$ cat config.mk
export PLATFORM = sky130hd
export DESIGN_NAME = uart_tx_arbiter
export DESIGN_NICKNAME = d
export VERILOG_FILES = /design/src/rtl/uart_tx_arbiter.sv
export SDC_FILE = /design/constraint.sdc
export NUM_CORES = 1
export LEC_CHECK = 0
export CELL_PAD_IN_SITES_DETAIL_PLACEMENT = 1
export CELL_PAD_IN_SITES_GLOBAL_PLACEMENT = 1
export CORE_UTILIZATION = 31
export DETAILED_ROUTE_END_ITERATION = 10
export MAX_ROUTING_LAYER = met4
export PLACE_DENSITY = 0.78
export SLEW_MARGIN = 20
export SYNTH_ARGS = -nofsm -noshare
export SYNTH_HDL_FRONTEND = slang
export SYNTH_SLANG_ARGS = --single-unit
$ cat constraint.sdc
create_clock -name clk -period 1.94 [get_ports clk]
set_clock_uncertainty 0.2 [all_clocks]
set_input_delay 0.388 -clock clk [delete_from_list [all_inputs] [get_ports clk]]
set_output_delay 0.388 -clock clk [all_outputs]
set_load 0.03 [all_outputs]
$ cat src/rtl/uart_tx_arbiter.sv
// uart_tx_arbiter: round-robin arbiter with packet lock that shares one
// serial transmit port between NREQ byte sources. The output byte is
// registered, and full rate is one byte per cycle.
module uart_tx_arbiter #(
  parameter int NREQ      = 2,   // 2..8; requester 0 comes first after reset
  parameter int MAX_BURST = 16   // 1..255 bytes per grant before forced release
) (
  input  logic              clk,
  input  logic              sys_rst_n,
  input  logic [NREQ-1:0]   req_valid,
  input  logic [NREQ*8-1:0] req_data,
  input  logic [NREQ-1:0]   req_last,
  output logic [NREQ-1:0]   req_ready,
  output logic [7:0]        out_data,
  output logic              out_valid,
  input  logic              out_ready,
  output logic [NREQ-1:0]   grant,
  output logic              busy,
  output logic              forced_release
);

  localparam int IW = (NREQ > 1) ? $clog2(NREQ) : 1;

  typedef enum logic {
    IDLE,
    LOCKED
  } state_t;

  state_t          state_q, state_d;
  logic [IW-1:0]   rr_q, rr_d;
  logic [IW-1:0]   owner_q, owner_d;
  logic [7:0]      burst_q, burst_d;
  logic [NREQ-1:0] grant_d;
  logic            forced_d;

  logic            load_en;
  logic            any_valid;
  logic [IW-1:0]   winner;
  logic [IW:0]     cand;
  logic [IW-1:0]   sel;
  logic [7:0]      sel_data;
  logic            sel_last;
  logic            transfer;

  // The output register can take a new byte when it is empty or draining this cycle
  assign load_en = !out_valid || out_ready;

  // Round-robin search: pick the first valid requester, starting at rr_q and wrapping modulo NREQ
  always_comb begin
    // NOTE: give every combinationally written signal a default before any branch;
    // a path that leaves a signal unassigned infers a latch.
    winner    = rr_q;
    any_valid = 1'b0;
    cand      = '0;
    for (int k = 0; k < NREQ; k++) begin
      cand = {1'b0, rr_q} + (IW+1)'(k);
      if (cand >= (IW+1)'(NREQ)) begin
        cand = cand - (IW+1)'(NREQ);
      end
      if (!any_valid && req_valid[cand[IW-1:0]]) begin
        winner    = cand[IW-1:0];
        any_valid = 1'b1;
      end
    end
  end

  // A locked owner keeps the port; otherwise the round-robin winner is offered it
  assign sel      = (state_q == LOCKED) ? owner_q : winner;
  assign sel_data = req_data[8*sel +: 8];
  assign sel_last = req_last[sel];

  // Ready goes to the owner or winner only. It is held low while reset is asserted
  always_comb begin
    req_ready = '0;
    if (sys_rst_n && (state_q == LOCKED || any_valid)) begin
      req_ready[sel] = load_en;
    end
  end

  assign transfer = |(req_valid & req_ready);
  assign busy     = (state_q == LOCKED) || out_valid;

  // Next-state logic: grant, lock, burst counting and forced release
  always_comb begin
    state_d  = state_q;
    owner_d  = owner_q;
    burst_d  = burst_q;
    rr_d     = rr_q;
    grant_d  = grant;
    forced_d = 1'b0;
    if (transfer) begin
      unique case (state_q)
        IDLE: begin
          rr_d = (winner == IW'(NREQ-1)) ? '0 : winner + 1'b1;
          if (!sel_last) begin
            if (MAX_BURST == 1) begin
              forced_d = 1'b1;
            end else begin
              state_d          = LOCKED;
              owner_d          = winner;
              burst_d          = 8'd1;
              grant_d          = '0;
              grant_d[winner]  = 1'b1;
            end
          end
        end
        LOCKED: begin
          if (sel_last) begin
            state_d = IDLE;
            grant_d = '0;
            burst_d = '0;
          end else if (burst_q == 8'(MAX_BURST-1)) begin
            state_d  = IDLE;
            grant_d  = '0;
            burst_d  = '0;
            forced_d = 1'b1;
          end else begin
            burst_d = burst_q + 8'd1;
          end
        end
        default: state_d = IDLE;
      endcase
    end
  end

  // State register for the arbitration FSM and its bookkeeping
  always_ff @(posedge clk or negedge sys_rst_n) begin
    // NOTE: sequential state uses non-blocking assignment so every register
    // samples the pre-edge values, independent of statement order.
    if (!sys_rst_n) begin
      state_q        <= IDLE;
      rr_q           <= '0;
      owner_q        <= '0;
      burst_q        <= '0;
      grant          <= '0;
      forced_release <= 1'b0;
    end else begin
      state_q        <= state_d;
      rr_q           <= rr_d;
      owner_q        <= owner_d;
      burst_q        <= burst_d;
      grant          <= grant_d;
      forced_release <= forced_d;
    end
  end

  // Output stage: load on a transfer, drop valid after a drain with no reload, hold on stall
  always_ff @(posedge clk or negedge sys_rst_n) begin
    if (!sys_rst_n) begin
      out_valid <= 1'b0;
      out_data  <= '0;
    end else if (transfer) begin
      out_valid <= 1'b1;
      out_data  <= sel_data;
    end else if (out_ready) begin
      out_valid <= 1'b0;
    end
  end

endmodule

Word level (Yosys, flattened, before mapping)
Index checks and enable logic that the tools add are counted.
{ "op_classes": {"n_addsub": 5, "n_lt_le_gt_ge": 8, "n_eq_ne": 3, "shifts": 1, "muxes": 37, "bitwise": 4, "n_reduce_logical": 15} }
{ "op_table": {"columns": ["operator", "n"], "rows": [
  ["$mux 1", 25],
  ["$mux 8", 3],
  ["$pmux 8 s2", 1],
  ["$shiftx 16x5->8", 1],
  ["$add 8x1->8 const B", 1],
  ["$eq 8x4->1 const B", 1],
  ["$lt 1x2->1 const B", 4],
  ["$mux 2", 4],
  ["$reduce_and 3->1", 2],
  ["$and 2x2->2", 2],
  ["$logic_and 1x1->1", 4],
  ["$pmux 2 s2", 1],
  ["$reduce_and 2->1", 2],
  ["$logic_or 1x1->1", 3],
  ["$ne 3x1->1 const B", 1],
  ["$add 1x1->2 const B", 1],
  ["$demux 1 s1", 2],
  ["$ge 1x1->1 const B", 2],
  ["$ge 1x2->1 const B", 1],
  ["$ge 2x2->1 const B", 1],
  ["$logic_not 1->1", 2],
  ["$ne 2x2->1 const B", 1],
  ["$not 1->1", 2],
  ["$pmux 1 s2", 1],
  ["4 further kinds", 5]
]} }
{ "totals": {"ff_bits": 23, "in_bits": 23, "out_inout_bits": 15, "elab_cells": 81} }

Longest topological paths before layout
Gate-level depths: netlist of run 1.
{ "logic_depth": {"depth_word": 18, "depth_mapped": 6, "ltp_nobuf": 6} }

Least setup slack after synthesis of run 1
OpenSTA, ideal clock, no wires.
{ "synth_timing": {"path_type": "reg2out", "startpoint": "register state_q", "endpoint": "output port req_ready[1]", "t_arrival_ns": 1.620, "t_required_ns": 1.352, "setup_slack_ns": -0.268, "path_stages_with_launch": 6, "path_buffers": 2, "cell_sequence": "dfrtp_1 clkbuf_1 nand2_1 o31ai_1 buf_2 nor2b_1"} }
{ "synth_via": {"elab_chain_len": 7, "elab_cells_between_ends": 10} }
{ "synth_lines": {"columns": ["element", "line", "text"], "rows": [
  ["start: declaration", "29", "state_t state_q, state_d;"],
  ["start signal: assignment", "138", "state_q <= state_d;"],
  ["$mux 1", "68", "assign sel = (state_q == LOCKED) ? owner_q : winner;"],
  ["$lt 1x2->1 (implied by the code) or $ge 1x1->1 (tied branches)", "76", "req_ready[sel] = load_en;"],
  ["$logic_and 1x1->1 (implied by the code)", "76", null],
  ["$mux 1 (implied by the code)", "76", null],
  ["$demux 1 s1", "76", null],
  ["$and 2x2->2 (no line)", null, null],
  ["$mux 2 (*)", "75", "if (sys_rst_n && (state_q == LOCKED || any_valid)) begin"],
  ["end: declaration", "13", "output logic [NREQ-1:0] req_ready,"]
]} }
Every way passes the cells marked *; elsewhere a longest branch is shown, timed or not.

Worst setup path in the final report of run 1
{ "layout_timing": {"startpoint": "register state_q", "endpoint": "register burst_q[2]"} }
{ "layout_via": {"elab_chain_len": 10, "elab_cells_between_ends": 19} }
{ "layout_lines": {"columns": ["element", "line", "text"], "rows": [
  ["$mux 1", "68", null],
  ["$lt 1x2->1 (implied by the code) or $ge 1x1->1 (tied branches)", "76", null],
  ["$logic_and 1x1->1 (implied by the code)", "76", null],
  ["$mux 1 (implied by the code)", "76", null],
  ["$demux 1 s1", "76", null],
  ["$and 2x2->2 (no line)", null, null],
  ["$mux 2", "75", null],
  ["$and 2x2->2", "80", "assign transfer = |(req_valid & req_ready);"],
  ["$reduce_or 2->1", "80", null],
  ["$reduce_and 2->1 (no line)", null, null],
  ["end signal: assignment", "141", "burst_q <= burst_d;"],
  ["end: declaration", "32", "logic [7:0] burst_q, burst_d;"]
]} }
Parallel ways exist; a longest one is shown, timed or not. The select of a mux whose other input is x is not followed.
A chain may end at the register's enable or synchronous reset.

==> impl_metrics.json, run 1 <==
{
  "status": "finished, violations left",
  "violations": "setup timing",
  "detailed_place_hpwl_mm": 3.012,
  "cts_buffers": 3,
  "worstMarginPinSlew_ns": 0.3746,
  "final_antenna_net_count": 0,
  "path_buf_inv": 2,
  "grt_max_degree": 19,
  "grt_pass1_vias": 1384,
  "max_freq_ghz": 0.4819,
  "synth.avg_cell_area_um2": 9.789,
  "multi_input_area_um2": 820.8,
  "critPathRequiredTime_ns": 1.92,
  "routabilityCongestion": 0.7696,
  "post-route-drc-count": 0,
  "clk_pin_slew_worst_paths_ns": 0.08,
  "routedWlPerCell_um": 19.20,
  "synth-async-reset-ratio_pct": 100.0,
  "ys_types": 35,
  "cts_sinks": 23,
  "die-height_um": 64.83,
  "layout_commonest_cell": "buf_4",
  "vias": 1318,
  "cp-start-kind": "flop",
  "layout_min_cycle_time_ns": 2.075,
  "finalWorstSetupSlack_ns": -0.1351,
  "cp_cell_sequence": "or3b_4 > o2111ai_4 > buf_4 > a221oi_2 > buf_4 > o21ai_0 > a21o_1",
  "postSynthNetCount": 149,
  "syn_inst": 125,
  "final-setup-viol-count": 15,
  "drt_iter0_markers": 57,
  "hold_buffers": 0,
  "ys.flop_type": "dfrtp_1",
  "seq_area_frac_synth_pct": 47.03,
  "critPathSlowestCell": "dfrtp_2",
  "critPathMaxFanout": 6,
  "htreeDepth": 1,
  "placed_area_mm2": 0.001868,
  "critical_path.endpoint_type": "flop",
  "antenna_found_initial": 0,
  "routed_wl_mm": 4.762,
  "power.leakage_nw": 1.032,
  "critPathTopFamily": "compound AO/OA/AOI/OAI gates",
  "power_density_mw_per_mm2": 1372,
  "synth_area_mm2": 0.001224,
  "relSlewSlack_pct": 74.97,
  "overflow": 0,
  "maxCapViolations": 0,
  "reg2reg_depth": 7,
  "ys.warnings.count": 0,
  "hold_class": "in2async",
  "start_util_pct": 32.93,
  "cp.depth": 7,
  "rsz0062_at_grt": "yes",
  "rows": 22,
  "ir_drop_v": 0.0005200,
  "grt_use_total_pct": 22.19,
  "max_stage_delay_ns": 0.49,
  "area_growth_pct": 78.32,
  "maxSlewViolCount": 0,
  "nets": 225,
  "diodes": 0,
  "die_w_um": 64.83,
  "finalInstanceArea_mm2": 0.002182,
  "fill_cells": 409,
  "fin_crit_sh_pct": 107.0,
  "register_area_um2": 580.6,
  "io_buffers": 37,
  "ys_seq_elements": 23,
  "critPathArrivalTime_ns": 2.05,
  "drtPass1Iterations": 4,
  "grt_pass1_wl_mm": 6.699,
  "vias_per_cell": 5.315,
  "dieArea_mm2": 0.004202,
  "holdWs_ns": 0.1438,
  "cts_tree": "built",
  "crit_type": "reg2reg",
  "drive_gt1_share_pct": 43.00,
  "core_mm2": 0.003716,
  "insertion_delay_ns": 0.28,
  "crit_path_frequent_cell": "buf_4",
  "ios": 38,
  "cts-root-buf": "clkbuf_8",
  "synth_edf_count": 0,
  "clockBufferDepth": 2,
  "mostFrequentLayoutCells": "buf_4 (34), clkdlybuf4s50_1 (23), dfrtp_1 (19)",
  "hold_violations": 0
}
cells by family after synthesis:
| kind of cell | synth area share [%] |
|---|---|
| buf+inv | 1.943 |
| simple gates | 20.86 |
| mux | 8.998 |
| compound gates | 20.14 |
| flops | 47.03 |
| fa+ha+maj | 1.022 |
flip-flops by register name, summed over array words and instances, names as in the netlist:
| signal | cells |
|---|---|
| rr_q | 1 |
| out_data | 8 |
| out_valid | 1 |
| state_q | 1 |
| burst_q | 8 |
| forced_release | 1 |
| grant | 2 |
| owner_q | 1 |
final timing paths:
| kind | startpoint | slack, ns | to |
|---|---|---|---|
| setup / recovery | state_q$_DFFE_PN0P_ | -0.14 | burst_q[2]$_DFFE_PN0P_ |
| hold / removal | sys_rst_n | 0.14 | burst_q[7]$_DFFE_PN0P_ |
| setup reg to reg | state_q$_DFFE_PN0P_ | -0.14 | burst_q[2]$_DFFE_PN0P_ |
| hold reg to reg | out_data[7]$_DFFE_PN0P_ | 0.29 | out_data[7]$_DFFE_PN0P_ |
| max in group asynchronous | sys_rst_n | 1.18 | state_q$_DFFE_PN0P_ |
| min in group clk | out_data[7]$_DFFE_PN0P_ | 0.29 | out_data[7]$_DFFE_PN0P_ |
stage by stage:
step	setup TNS, ns	std cells	total power [W]	util (%)	worst slack (ns)
3_3_place_gp	-9.363	233	0.002239	50.27	-0.5181
6_report	-0.9051	248	0.002994	58.72	-0.1351
4_1_cts	-0.3512	241	0.002784	53.87	-0.1222
3_5_place_dp	-11.27	233	0.002315	50.27	-0.6121
5_1_grt	-1.808	248	0.003156	58.72	-0.1750
2_1_floorplan	-0.02108	125	0.001598	-	-0.02108
where the power goes:
group          leakage (nW)  switching (W)  internal, W  total, W
Sequential            0.290       0.000172     0.000652  0.000823
Clock                0.0228       0.000168     0.000148  0.000316
Combinational         0.719       0.000938     0.000917   0.00185
Total                  1.03        0.00128      0.00172   0.00299
per-layer routing:
metal / vias to the layer above / global-route usage, % / part of all wire, %
met3: 7 / 1.585 / 2.6
met1: 669 / 23.43 / 39
met2: 28 / 41.28 / 56
met5: - / - / 0
met4: 0 / 10.83 / 1.9
li1: 614 / - / -
cells in the mapped netlist, types with 2 or more instances:
library cell  count  area (um2)
a21boi_2          2       22.52
and3_1            3       18.77
nor2_1            6       22.52
or2_2             3       18.77
mux2i_1          11       110.1
clkbuf_1          3       11.26
nand3_1           7       35.03
o31ai_1           3       22.52
o21ai_0          15       75.07
nor3_1            3       15.01
inv_1             2       7.510
nor2b_1           2       12.51
nor3b_1           2       15.01
nand2_1          19       71.32
dfrtp_1          23       575.6
a22o_2            2       20.02
final cells by class:
cell class                 instances  area share (%)
clock buffer                       4           2.064
inverter                           2          0.3440
multi-input combinational         96           37.61
sequential                        23           26.61
tap                               48           2.752
timing repair buffer              75           30.62
timing repair:
item                                    CTS  global route
pin swaps                                 3             9
buffers inserted                          4             7
cloned                                    0             0
endpoints found under the setup margin   25            19
gates resized for setup                  36            36
Power figures use the tool's default switching activity.
==> inputs of run 2 (changes only) <==
--- a/config.mk
+++ b/config.mk
@@ -8,7 +8,9 @@
 export CELL_PAD_IN_SITES_DETAIL_PLACEMENT = 1
 export CELL_PAD_IN_SITES_GLOBAL_PLACEMENT = 1
 export CORE_UTILIZATION = 31
+export CTS_CLUSTER_DIAMETER = 200
 export DETAILED_ROUTE_END_ITERATION = 10
+export HOLD_SLACK_MARGIN = 0.06
 export MAX_ROUTING_LAYER = met4
 export PLACE_DENSITY = 0.78
 export SLEW_MARGIN = 20
==> results of run 2 <==
No change in the layout: final DEF, timing and power equal those of run 1.
==> inputs of run 3 (changes only) <==
--- a/config.mk
+++ b/config.mk
@@ -7,12 +7,13 @@
 export LEC_CHECK = 0
 export CELL_PAD_IN_SITES_DETAIL_PLACEMENT = 1
 export CELL_PAD_IN_SITES_GLOBAL_PLACEMENT = 1
-export CORE_UTILIZATION = 31
+export CORE_UTILIZATION = 32
+export CTS_BUF_LIST = sky130_fd_sc_hd__clkbuf_8
 export CTS_CLUSTER_DIAMETER = 200
 export DETAILED_ROUTE_END_ITERATION = 10
 export HOLD_SLACK_MARGIN = 0.06
 export MAX_ROUTING_LAYER = met4
-export PLACE_DENSITY = 0.78
+export PLACE_DENSITY = 0.8
 export SLEW_MARGIN = 20
 export SYNTH_ARGS = -nofsm -noshare
 export SYNTH_HDL_FRONTEND = slang
==> run 3 against run 2 <==
The flow still finishes with violations (setup timing). Routed wire length is 13% higher. Combinational power is 5% higher. Sequential share of layout area shrank 0.76 points. Highest routed layer unchanged. Largest power group unchanged. Non-clock buffer count grew 8. Global-route usage grew 2.3 points. Cell count up 3.2%.
==> impl_metrics.json, run 3 (same netlist as run 1, synthesis figures left out) <==
{
  "maxSlewViolCount": 0,
  "area_growth_pct": 83.54,
  "diodes": 0,
  "ios": 38,
  "rows": 22,
  "cts_buffers": 3,
  "nets": 233,
  "power.internal_w": 0.001754,
  "rsz0062_at_grt": "yes",
  "seq_power_share_pct": 26.4,
  "comb_power_share_pct": 63.8,
  "dr.max_layer_used": "met4",
  "fill_cells": 410,
  "die-height_um": 63.84,
  "power_w": 0.003062,
  "routabilityCongestion": 0.8526,
  "dieArea_mm2": 0.004076,
  "critical_path.endpoint_type": "flop",
  "ir_drop_v": 0.0006532,
  "fin_tns_setup_ns": -1.754,
  "antenna_found_initial": 0,
  "cts_sinks": 23,
  "cts_tree": "built",
  "overflow": 0,
  "grt_pass1_wl_mm": 7.389,
  "status": "finished, violations left",
  "io_buffers": 37,
  "insertion_delay_ns": 0.26,
  "final-setup-viol-count": 16,
  "power_frac_clock_pct": 9.8,
  "grt_use_total_pct": 24.45,
  "grt_pass1_vias": 1491,
  "fin_crit_sh_pct": 111.8,
  "hold_class": "in2async",
  "htreeDepth": 1,
  "hold_buffers": 0,
  "worstMarginPinSlew_ns": 0.3541,
  "critPathRequiredTime_ns": 1.94,
  "dr_wl_met3_um": 163,
  "max_freq_ghz": 0.4611,
  "relSlewSlack_pct": 76.27,
  "post-route-drc-count": 0,
  "drive_gt1_share_pct": 44.23,
  "vias": 1400,
  "register_area_um2": 580.6,
  "clk_pin_slew_worst_paths_ns": 0.08,
  "reg_top3": "burst_q: 8 flops, out_data: 8 flops, grant: 2 flops",
  "clockBufferDepth": 2,
  "detailed_place_hpwl_mm": 3.079,
  "hold_violations": 0,
  "power.leakage_nw": 1.046,
  "drt_iter0_markers": 61,
  "routed_wl_mm": 5.394,
  "routedWlPerCell_um": 21.07,
  "layout_commonest_cell": "buf_4",
  "met2WireLength_mm": 2.903,
  "critPathMaxFanout": 5,
  "multi_input_area_um2": 807.0,
  "switching_share_pct": 42.72,
  "final_antenna_net_count": 0,
  "vias_per_cell": 5.469,
  "power_density_mw_per_mm2": 1364,
  "die_w_um": 63.84,
  "start_util_pct": 33.42,
  "cts-root-buf": "clkbuf_8",
  "met1_length_mm": 2.136,
  "crit_type": "reg2reg",
  "maxCapViolations": 0,
  "mostFrequentLayoutCells": "buf_4 (38), clkdlybuf4s50_1 (26), dfrtp_1 (19)",
  "critPathArrivalTime_ns": 2.17,
  "finalWorstSetupSlack_ns": -0.2289,
  "cp-start-kind": "flop",
  "power.switching_w": 0.001308,
  "core_mm2": 0.003661,
  "layout_min_cycle_time_ns": 2.169,
  "grt_max_degree": 18,
  "violations": "setup timing",
  "drtPass1Iterations": 4
}
[run 3: cell types whose count changed in the layout (fill, tap and decap cells not counted), sizes merged]
| cell | previous run | this run |
|---|---|---|
| buf | 42 | 48 |
| inv | 2 | 3 |
| dlygate4sd2 | 5 | 4 |
| clkbuf | 5 | 4 |
| clkdlybuf4s50 | 23 | 26 |
| clkdlybuf4s15 | 0 | 2 |
| dlymetal6s2s | 4 | 2 |
[run 3: worst max-delay path: stages (launching register included)]
cell and delay (ns):
dfrtp_2 0.46, buf_4 0.16, a21boi_4 0.18, o2111ai_4 0.17, a221o_1 0.34, or4_1 0.50
nand3_1 0.09
[run 3: layout make-up]
cell class              count  area share, %
inverters                   2         0.3343
well taps                  48          2.674
multi-input cells          96          35.93
flip-flops and latches     23          25.85
repair buffers             83          33.20
clock buffers               3          1.838
clock inverters             1         0.1671
[run 3: metrics by stage]
step / setup WS [ns] / cells / util, % / hold WS (ns) / instance area [um2]
after floorplan: -0.02108 / 125 / - / -0.1076 / 1254
after global placement: -0.4801 / 237 / 51.85 / 0.2683 / 1898
after detailed placement: -0.5454 / 237 / 51.85 / 0.2737 / 1898
after CTS: -0.1837 / 247 / 57.11 / 0.1437 / 2091
after global routing: -0.2998 / 256 / 61.35 / 0.1657 / 2246
final: -0.2289 / 256 / 61.35 / 0.1388 / 2246
[run 3: power by group through the flow]
stage	clock [W]	combinational (W)	sequential [W]
after floorplan	0	0.000605	0.000993
after detailed placement	0	0.00154	0.000788
after global routing	0.000324	0.00206	0.000829
after global placement	0	0.00148	0.000768
final	0.000299	0.00195	0.000809
after CTS	0.000302	0.00171	0.000795
[run 3: worst paths after layout]
path	startpoint	slack (ns)	depth (start not counted)	to
worst min register to register	out_data[6]$_DFFE_PN0P_	0.29	2	out_data[6]$_DFFE_PN0P_
worst min-delay path	sys_rst_n	0.14	2	out_data[7]$_DFFE_PN0P_
min in group clk	out_data[6]$_DFFE_PN0P_	0.29	2	out_data[6]$_DFFE_PN0P_
worst max register to register	state_q$_DFFE_PN0P_	-0.23	6	burst_q[7]$_DFFE_PN0P_
max in group asynchronous	sys_rst_n	1.18	2	owner_q$_DFFE_PN0P_
worst max-delay path	state_q$_DFFE_PN0P_	-0.23	6	burst_q[7]$_DFFE_PN0P_
[run 3: repair_timing]
| item | in CTS | in global routing |
|---|---|---|
| setup endpoints to repair | 25 | 19 |
| pin swaps | 4 | 5 |
| hold endpoints to repair | 0 | 0 |
| buffers inserted | 6 | 10 |
| gates resized for setup | 38 | 26 |
[run 3: routing by layer]
metal	vias to the layer above	global-route usage, %
li1	627	-
met1	713	26.69
met2	41	45.48
met3	19	3.393
met4	0	7.386
met5	-	-
